<file path="config.mk">
export PLATFORM = sky130hd
export DESIGN_NAME = cache_fill_arb
export DESIGN_NICKNAME = d
export VERILOG_FILES = /design/src/rtl/cache_fill_pkg.sv /design/src/rtl/fill_arb_pick.sv /design/src/rtl/cache_fill_arb.sv
export SDC_FILE = /design/constraint.sdc
export NUM_CORES = 1
export LEC_CHECK = 0
export CAP_MARGIN = 10
export CORE_MARGIN = 4
export CORE_UTILIZATION = 36
export DETAILED_ROUTE_END_ITERATION = 8
export PLACE_DENSITY = 0.77
export SYNTH_ARGS = -nofsm -noshare
export SYNTH_HDL_FRONTEND = slang
export SYNTH_SLANG_ARGS = --single-unit
export TNS_END_PERCENT = 100
</file>
<file path="constraint.sdc">
create_clock -name clk -period 1.8 [get_ports clk]
set_input_delay 0.36 -clock clk [delete_from_list [all_inputs] [get_ports clk]]
set_output_delay 0.36 -clock clk [all_outputs]
set_load 0.03 [all_outputs]
</file>
<file path="src/rtl/cache_fill_pkg.sv">
// Shared state type, default line/channel geometry and helpers for the cache miss-fill arbiter.
package cache_fill_pkg;

    localparam int DEF_N_CH  = 2;
    localparam int DEF_WORDS = 8;
    localparam int OFF_W     = $clog2(DEF_WORDS);
    localparam int CH_W      = $clog2(DEF_N_CH);
    localparam int MAX_CH    = 32;

    typedef enum logic [1:0] {
        IDLE,
        ISSUE,
        WAIT
    } fill_state_t;

    function automatic int unsigned onehot_to_idx(input logic [MAX_CH-1:0] oh);
        int unsigned idx;
        idx = 0;
        for (int unsigned i = 0; i < MAX_CH; i++) begin
            if (oh[i]) idx = i;
        end
        return idx;
    endfunction

endpackage

</file>
<file path="src/rtl/fill_arb_pick.sv">
// Combinational winner selection for the miss-fill arbiter.
// FILL_ARB_RR_EN enables the rotating search from ptr; otherwise the lowest requesting index wins.
module fill_arb_pick
    import cache_fill_pkg::*;
#(
    parameter int N_CH = 2**CH_W,
    parameter int PW   = 1
) (
    input  logic [N_CH-1:0] req,
    input  logic [PW-1:0]   ptr,
    input  logic            mode,
    output logic [N_CH-1:0] win
);

`ifdef FILL_ARB_RR_EN
    logic [N_CH-1:0] rot;
    logic [N_CH-1:0] rot_win;
    logic [N_CH-1:0] fixed_win;

    // Rotate so ptr sits at bit 0, isolate the lowest set bit, rotate back.
    always_comb begin
        rot       = N_CH'({req, req} >> ptr);
        rot_win   = rot & (~rot + 1'b1);
        fixed_win = req & (~req + 1'b1);
        win       = mode ? N_CH'(({rot_win, rot_win} << ptr) >> N_CH) : fixed_win;
    end
`else
    logic unused_rr;
    assign unused_rr = ^{ptr, mode};

    always_comb begin
        win = req & (~req + 1'b1);
    end
`endif

endmodule

</file>
<file path="src/rtl/cache_fill_arb.sv">
// Miss-fill engine: grants one cache channel at a time and streams a full line from shared memory.
// Macro FILL_ARB_RR_EN selects round-robin arbitration; default build is fixed priority (channel 0 wins).
module cache_fill_arb
    import cache_fill_pkg::*;
#(
    parameter int N_CH   = 2**CH_W,
    parameter int ADDR_W = 16,
    parameter int DATA_W = 16,
    parameter int WORDS  = 2**OFF_W
) (
    input  logic                   clk,
    input  logic                   rst,
    input  logic [N_CH-1:0]        miss_req,
    input  logic [N_CH*ADDR_W-1:0] miss_addr,
    output logic [N_CH-1:0]        grant,
    output logic                   busy,
    output logic                   fill_we,
    output logic [ADDR_W-1:0]      fill_addr,
    output logic [DATA_W-1:0]      fill_data,
    output logic [N_CH-1:0]        fill_done,
    output logic                   mem_re,
    output logic [ADDR_W-1:0]      mem_addr,
    input  logic [DATA_W-1:0]      mem_rdata,
    input  logic                   mem_valid
);

    localparam int LW = $clog2(WORDS);
    localparam int PW = (N_CH > 1) ? $clog2(N_CH) : 1;
    localparam logic [LW-1:0] LAST = LW'(WORDS - 1);

    fill_state_t          state;
    logic [ADDR_W-LW-1:0] tag;
    logic [LW-1:0]        k;
    logic [N_CH-1:0]      win;
    logic [ADDR_W-1:0]    sel_addr;
    logic [PW-1:0]        ptr;
    logic                 mode;
    logic                 accept;

    fill_arb_pick #(
        .N_CH (N_CH),
        .PW   (PW)
    ) u_pick (
        .req  (miss_req),
        .ptr  (ptr),
        .mode (mode),
        .win  (win)
    );

    always_comb begin
        sel_addr = '0;
        for (int unsigned i = 0; i < N_CH; i++) begin
            if (win[i]) sel_addr = miss_addr[i*ADDR_W +: ADDR_W];
        end
    end

    assign accept    = (state == WAIT) && mem_valid;
    assign fill_we   = accept;
    // Line address is kept as {tag, k} so the word offset can never carry into the tag.
    assign fill_addr = accept ? {tag, k} : '0;
    assign fill_data = accept ? mem_rdata : '0;
    assign fill_done = (accept && k == LAST) ? grant : '0;

    always_ff @(posedge clk or posedge rst) begin
        if (rst) begin
            state    <= IDLE;
            grant    <= '0;
            busy     <= 1'b0;
            mem_re   <= 1'b0;
            mem_addr <= '0;
            tag      <= '0;
            k        <= '0;
        end else begin
            case (state)
                IDLE: begin
                    if (|miss_req) begin
                        grant    <= win;
                        tag      <= sel_addr[ADDR_W-1:LW];
                        k        <= '0;
                        mem_re   <= 1'b1;
                        mem_addr <= {sel_addr[ADDR_W-1:LW], {LW{1'b0}}};
                        busy     <= 1'b1;
                        state    <= ISSUE;
                    end
                end
                ISSUE: begin
                    mem_re <= 1'b0;
                    state  <= WAIT;
                end
                WAIT: begin
                    if (mem_valid) begin
                        if (k == LAST) begin
                            grant <= '0;
                            busy  <= 1'b0;
                            state <= IDLE;
                        end else begin
                            k        <= k + 1'b1;
                            mem_re   <= 1'b1;
                            mem_addr <= {tag, k + 1'b1};
                            state    <= ISSUE;
                        end
                    end
                end
                default: state <= IDLE;
            endcase
        end
    end

`ifdef FILL_ARB_RR_EN
    assign mode = 1'b1;

    always_ff @(posedge clk or posedge rst) begin
        if (rst) begin
            ptr <= '0;
        end else if (accept && k == LAST) begin
            ptr <= PW'((onehot_to_idx(MAX_CH'(grant)) + 1) % N_CH);
        end
    end
`else
    assign mode = 1'b0;
    assign ptr  = '0;
`endif

endmodule

</file>
# Word-level counts from Yosys, hierarchy flattened
# Index checks and enable logic that the tools add are counted.
# word_totals
reg_bits,38
inputBits,53
out_inout_bits,55
wordCells,57
# classes
addsub,2
eq_ne,7
mux,28
bitwise,2
reduce_logical,11
# op_table
cell,n
16-bit 2-to-1 mux,7
16-bit case mux with 2 select lines,1
2-bit 2-to-1 mux,6
4-bit AND reduction,3
3-bit 2-to-1 mux,3
1-bit 2-to-1 mux,6
"2-bit inequality test, second input constant",3
2-bit case mux with 3 select lines,1
3-bit case mux with 2 select lines,1
2-bit case mux with 2 select lines,1
2-bit AND reduction,2
"3-bit by 1-bit adder with 3-bit output, second input constant",1
"3-bit == test, second input constant",1
1-bit case mux with 3 select lines,1
3-bit nonzero test,1
"2-bit by 1-bit adder with 2-bit output, second input constant",1
2-bit bitwise AND,1
"2-bit by 1-bit == test with 1-bit output, second input constant",1
"2-bit == test, second input constant",1
1-bit logical AND,2
2-bit logical NOT,1
"2-bit by 1-bit inequality test with 1-bit output, second input constant",1
2-bit inverter,1
1-bit case mux with 2 select lines,1
other kinds (2),2

# Logic depth before layout (Yosys ltp)
# Gate-level depths: netlist of the first run.
# depth
ltp_word,7
depth_mapped,6
depth_no_buf,5

# Cells and area by module
# Synthesis of the first run repeated with hierarchy kept, for this count alone.
# hier_totals
hier_cells,216
hier_area_um2,2159.6
# by_module_without_submodules
mod,instances,cells_per_inst,area_each_um2,seq_area_each_um2
cache_fill_arb,1,214,2138.3,875.8
fill_arb_pick,1,2,21.3,0.0

# Worst setup path after synthesis of the first run
# Ideal clock, no wire load.
# synth_timing
path_type,register to register
start,reg mem_addr[0] (netlist name)
end,reg mem_addr[3]
setup_ns,0.125
arrival_ns,1.878
required_ns,1.675
slack_ns,-0.203
stages_incl_launch_ff,7
n_path_buf,1
period_less_slack_ns,2.003
path_cell_list,dfrtp_1 > ha_1 > ha_1 > and4bb_2 > a21oi_4 > buf_12 > mux2_4
# synth_lines
element,line_no,rtl
end signal: assignment,cache_fill_arb.sv:81,"mem_addr <= {sel_addr[ADDR_W-1:LW], {LW{1'b0}}};"
end signal: assignment,cache_fill_arb.sv:99,"mem_addr <= {tag, k + 1'b1};"
end: declaration,cache_fill_arb.sv:22,"output logic [ADDR_W-1:0] mem_addr,"

==> results of run 1 <==
-- timing repair --
action                     CTS  global route
setup endpoints to repair   35            29
pin swaps                    0             0
buffers inserted             1             1
gates resized for setup      4            15
-- registers in the layout, indices dropped and copies added, names as in the netlist --
name	flops
tag	13
grant	2
state	2
mem_re	1
mem_addr	16
busy	1
-- cell usage after synthesis (all sizes together), types with 4 or more instances --
library cell / number
nand3b: 13
a41oi: 13
dfrtp: 35
mux2: 14
a22o: 4
nand2: 14
clkbuf: 16
a31oi: 13
buf: 8
and3: 34
a21oi: 15
nor3b: 13
-- where the power goes --
part	switching (mW)	total, mW	internal [mW]	leakage [nW]
Combinational	1.70	3.32	1.63	1.10
Clock	0.283	0.633	0.349	0.0515
Sequential	0.298	1.49	1.19	0.414
Total	2.28	5.45	3.17	1.57
-- through the flow --
stage                     std cells  setup TNS [ns]
final                           396               0
after global routing            396         -0.0824
after CTS                       395               0
after detailed placement        386           -3.67
after global placement          386           -2.75
after floorplan                 212          -0.234
-- per-layer routing --
metal / wire, um / share of wire
met2: 3400 / 0.50
met4: 46 / 0.0068
met5: 0 / 0
met3: 511 / 0.076
met1: 2790 / 0.41
-- area by class of cell --
cell class	instances	area [um^2]
Fill cell	489	2150
Multi-Input combinational cell	150	1130
Inverter	3	11.3
Tap cell	72	90.1
Timing Repair Buffer	128	1210
Clock buffer	8	100
Sequential cell	35	880
-- how the worst min path moves through the flow --
stage	cells after the start	slack [ns]	end
floorplan	1	0.51	busy
global placement	1	0.50	mem_addr[4]
detailed placement	1	0.50	mem_addr[4]
CTS	3	0.50	tag[11]
global route	1	0.54	mem_addr[9]
finish	3	0.49	tag[11]
-- cells by family after synthesis --
group,count (synthesis),synth area share
and+or+nand+nor,85,0.252
AOI/OAI and AO/OA,49,0.167
DFF,35,0.418
buffers and inverters,27,0.0657
muxes,14,0.0860
adders and majority gates,2,0.0119
-- critical path, cell delays in order (launching register included) --
cell,delay [ns]
dfrtp_2,0.44
ha_4,0.17
ha_4,0.17
and3_2,0.19
buf_6,0.13
==> flow_summary.toml, run 1 <==
[grt]
grt_start_max_net_pins = 36
grtUsageMet3 = 0.0412
grt.met1_usage = 0.217
grt_busiest_layer = "met2"
grt_first_pass_wirelength_um = 10600
overflow = 0
antenna_found_initial = 0
grt_use_met2 = 0.334
grt_pass1_vias = 2166
grt_util_all_layers = 0.185

[floorplanning]
start_util = 0.376
die_h_um = 84.3
die_area_um2 = 7110
core_um2 = 5570
num_rows = 27
die_width_um = 84.3
io_pins = 108

[cells_and_area]
layout_common_cells = "64 x clkdlybuf4s50_1, 46 x buf_4, 32 x dfrtp_1"
final_nets = 378
final_common_cell = "clkdlybuf4s50_1"
area_growth_pct = 63.3
drive_above_1_share = 0.299
fin_util = 0.614
final_area_um2 = 3420
diodes = 0

[clocking]
hold_buffers = 0
clock-root-buffer = "clkbuf_8"
tritoncts = "built"
htreeDepth = 2
insertion_delay_ns = 0.28
cts_buffers = 5
clk_pin_slew_ns = 0.07
cts_sinks = 35
cts_buffer_depth = 2

[synthesis]
avgSynthCellArea_um2 = 9.89
async_reset_ff_frac = 1.00
synth_top_area_frac = 0.418
ys_ff_latch = 35
syn_nets = 267
synthCells = 212
syn-cell-area_um2 = 2100
ys.flop_type = "dfrtp_1"
yosysSeqAreaShare = 0.418
synth_cell_types = 31
synth_top_area_cell = "dfrtp_1"
synth_area_leaders = "dfrtp_1 42%, and3_1 10%, a41oi_1 5.4%, nand3b_1 4.7%, nor3b_1 4.7%"
yosysWarningCount = 0
synth_edf_count = 0

[worst_setup_path]
r2r_slack_ns = 0.06
critPathLaunchType = "flip-flop"
rr_worst_depth = 6
critPathCaptureType = "output pin"
criticalPathCategory = "reg2out"
r2r-start = "mem_addr[1]"
arrival_ns = 1.40
cp-startpoint = "mem_addr[1]"
worstPathMaxFanout = 5
r2r_end = "mem_addr[9]"
required_ns = 1.44
endpoint = "fill_done[1]"

[worst_hold_path]
hold_class = "in2async"

[sta]
slew_headroom = 0.696
setup_ws_ns = 0.0418
min_period_ns = 1.76
finalCritPeriodShare = 0.977
hold_viol = 0
rsz0062_at_grt = "true"
clock_skew_ns = 0.00180
finalMaxSlewViolations = 0
tightest_slew_ns = 0.457
setup_violations = 0
hold-worst-slack_ns = 0.486
fmax_mhz = 569

[run_status]
outcome = "finished clean"

[place]
portBuffers = 101
place.gp.congestion = 0.791
hpwl_um = 4910
dp_slack_ns = -0.155
place_area_um2 = 3240

[power]
irDropWorstVdd_v = 0.000779
total_power_mw = 5.45
p_per_area_nw_per_um2 = 1590
leakage_nw = 1.57

[route]
drt-total-wl_um = 6740
drt-initial-drc-count = 83
via_count = 2145
drtAntennaViolNets = 0
firstDrtPassIters = 7
viasPerCell = 5.42
drc_errors = 0
wl_per_cell_um = 17.0

[run]
max_cap_viol_count = 0
Power figures use the tool's default switching activity.
==> run 2: changes to the inputs <==
--- a/config.mk
+++ b/config.mk
@@ -10,6 +10,7 @@
 export CORE_UTILIZATION = 36
 export DETAILED_ROUTE_END_ITERATION = 8
 export PLACE_DENSITY = 0.77
+export REMOVE_ABC_BUFFERS = 1
 export SYNTH_ARGS = -nofsm -noshare
 export SYNTH_HDL_FRONTEND = slang
 export SYNTH_SLANG_ARGS = --single-unit
==> run 2 against run 1 <==
Largest cell class unchanged. Global-route usage shrank 0.65 points. Final cell count grew 1.0%. Final area rose by 6.1%. Register-to-register slack lost 0.05 ns. First-iteration DRC count rose by 42%. Count of clock-buffer cells in the layout is 2 lower. Worst hold slack lost 0.025 ns. Clock power up 18%. Die area stayed put. Utilization rose by 3.7 points. Flip-flop and latch count stayed put. Fmax fell by 1.8%.
==> flow_summary.toml, run 2 (synthesis gave the netlist of run 1 again) <==
[run_status]
outcome = "finished clean"

[cells_and_area]
fillCellCount = 456
area_growth_pct = 73.2
drive_above_1_share = 0.314
final_nets = 382
top_regs = "mem_addr: 16 flops, tag: 13 flops"
regMostFlops = "mem_addr"
layout_common_cells = "62 x clkdlybuf4s50_1, 35 x dfrtp_1, 34 x buf_6"
largest_register_ffs = 16
fin_cells = 400
diodes = 0
seq_area_um2 = 876
multi_input_area_um2 = 1170
final_common_cell = "clkdlybuf4s50_1"

[grt]
grt_pass1_vias = 2106
grt_util_all_layers = 0.179
grt_start_max_net_pins = 36
grt_first_pass_wirelength_um = 10400
overflow = 0
antenna_found_initial = 0

[floorplanning]
io_pins = 108
die_area_um2 = 7110
start_util = 0.376
num_rows = 27
die_width_um = 84.3
core_um2 = 5570
die_h_um = 84.3

[route]
drtAntennaViolNets = 0
drt-initial-drc-count = 118
drc_errors = 0
wl_per_cell_um = 16.9
drt-total-wl_um = 6740
via_count = 2161
firstDrtPassIters = 4
viasPerCell = 5.40

[sta]
min_period_ns = 1.79
setup-tns-final_ns = 0
fmax_mhz = 558
rsz0062_at_grt = "true"
finalCritPeriodShare = 0.995
hold_viol = 0
clock_skew_ns = 0.0134
setup_ws_ns = 0.00929
setup_violations = 0
slew_headroom = 0.694
tightest_slew_ns = 0.458
finalMaxSlewViolations = 0

[worst_setup_path]
critPathLaunchType = "flip-flop"
rr_worst_depth = 6
r2r_slack_ns = 0.009
critPathCaptureType = "flip-flop"
worstPathMaxFanout = 7
r2r_end = "mem_addr[6]"
r2r-start = "mem_addr[1]"
criticalPathCategory = "reg2reg"
arrival_ns = 1.96
required_ns = 1.97

[place]
place.gp.congestion = 0.761
portBuffers = 101
dp_cells = 387
hpwl_um = 4750
dp_slack_ns = -0.0995

[clocking]
cts_sinks = 35
cts_buffers = 5
tritoncts = "built"
clk_pin_slew_ns = 0.08
hold_buffers = 0
insertion_delay_ns = 0.29
cts_buffer_depth = 2
htreeDepth = 2
clock-root-buffer = "clkbuf_8"

[run]
max_cap_viol_count = 0

[power]
irDropWorstVdd_v = 0.00107
leakage_nw = 1.68
p_per_area_nw_per_um2 = 1590

[worst_hold_path]
hold_class = "in2async"
[run 2: changes by cell type in the layout (fill, tap and decap cells not counted), moves of 3 or more]
cell,delta
buf_6,+21
buf_4,-20
and3_4,+6
mux2_2,-5
mux2_4,+5
and3_1,-4
dfrtp_1,+3
dfrtp_2,-3
[run 2: worst max-delay path: stages, from the launching register on]
cell       delay [ns]
dfrtp_1          0.36
ha_2             0.19
ha_4             0.16
and4bb_2         0.26
a21oi_4          0.21
clkbuf_16        0.20
mux2_4           0.29
[run 2: worst max-delay path by stage]
| stage | from | end | cells after the start |
|---|---|---|---|
| global placement | miss_req[0] | mem_addr[12] | 5 |
| CTS | mem_addr[1] | mem_addr[1] | 2 |
| detailed placement | miss_req[0] | mem_addr[13] | 5 |
| global route | mem_addr[0] | mem_addr[6] | 6 |
| finish | mem_addr[1] | mem_addr[6] | 6 |
| floorplan | state[1] | fill_done[0] | 3 |
[run 2: metal layers]
metal | up-vias | wire, um | track usage
li1 | 1030 | - | -
met5 | - | 0 | 0
met2 | 111 | 3110 | 0.294
met1 | 1011 | 2970 | 0.234
met3 | 9 | 605 | 0.0491
met4 | 0 | 61 | 0.0409
[run 2: repair_timing]
item / CTS / global route
pin swaps: 2 / 5
cloned: 0 / 1
gates resized for setup: 11 / 45
buffers inserted: 4 / 1
setup endpoints to repair: 35 / 44
hold endpoints to repair: 0 / 0
[run 2: area by class of cell]
| type | instances | area share |
|---|---|---|
| Clock inverter | 2 | 0.00965 |
| Timing Repair Buffer | 132 | 0.376 |
| Inverter | 3 | 0.00310 |
| Tap cell | 72 | 0.0248 |
| Sequential cell | 35 | 0.241 |
| Clock buffer | 6 | 0.0228 |
| Multi-Input combinational cell | 150 | 0.322 |
[run 2: power breakdown]
group | switching (mW) | internal [mW] | total (mW)
Clock | 0.298 | 0.448 | 0.747
Sequential | 0.276 | 1.19 | 1.46
Combinational | 1.76 | 1.79 | 3.55
Total | 2.33 | 3.42 | 5.76
[run 2: stage by stage]
stage | utilization | instance area (um^2) | hold WS [ns] | power, mW
2_1_floorplan | - | 1970 | 0.472 | 3.28
3_3_place_gp | 0.580 | 3230 | 0.497 | 4.61
3_5_place_dp | 0.580 | 3230 | 0.492 | 4.70
4_1_cts | 0.614 | 3420 | 0.494 | 5.50
5_1_grt | 0.651 | 3630 | 0.522 | 6.08
6_report | 0.651 | 3630 | 0.461 | 5.76
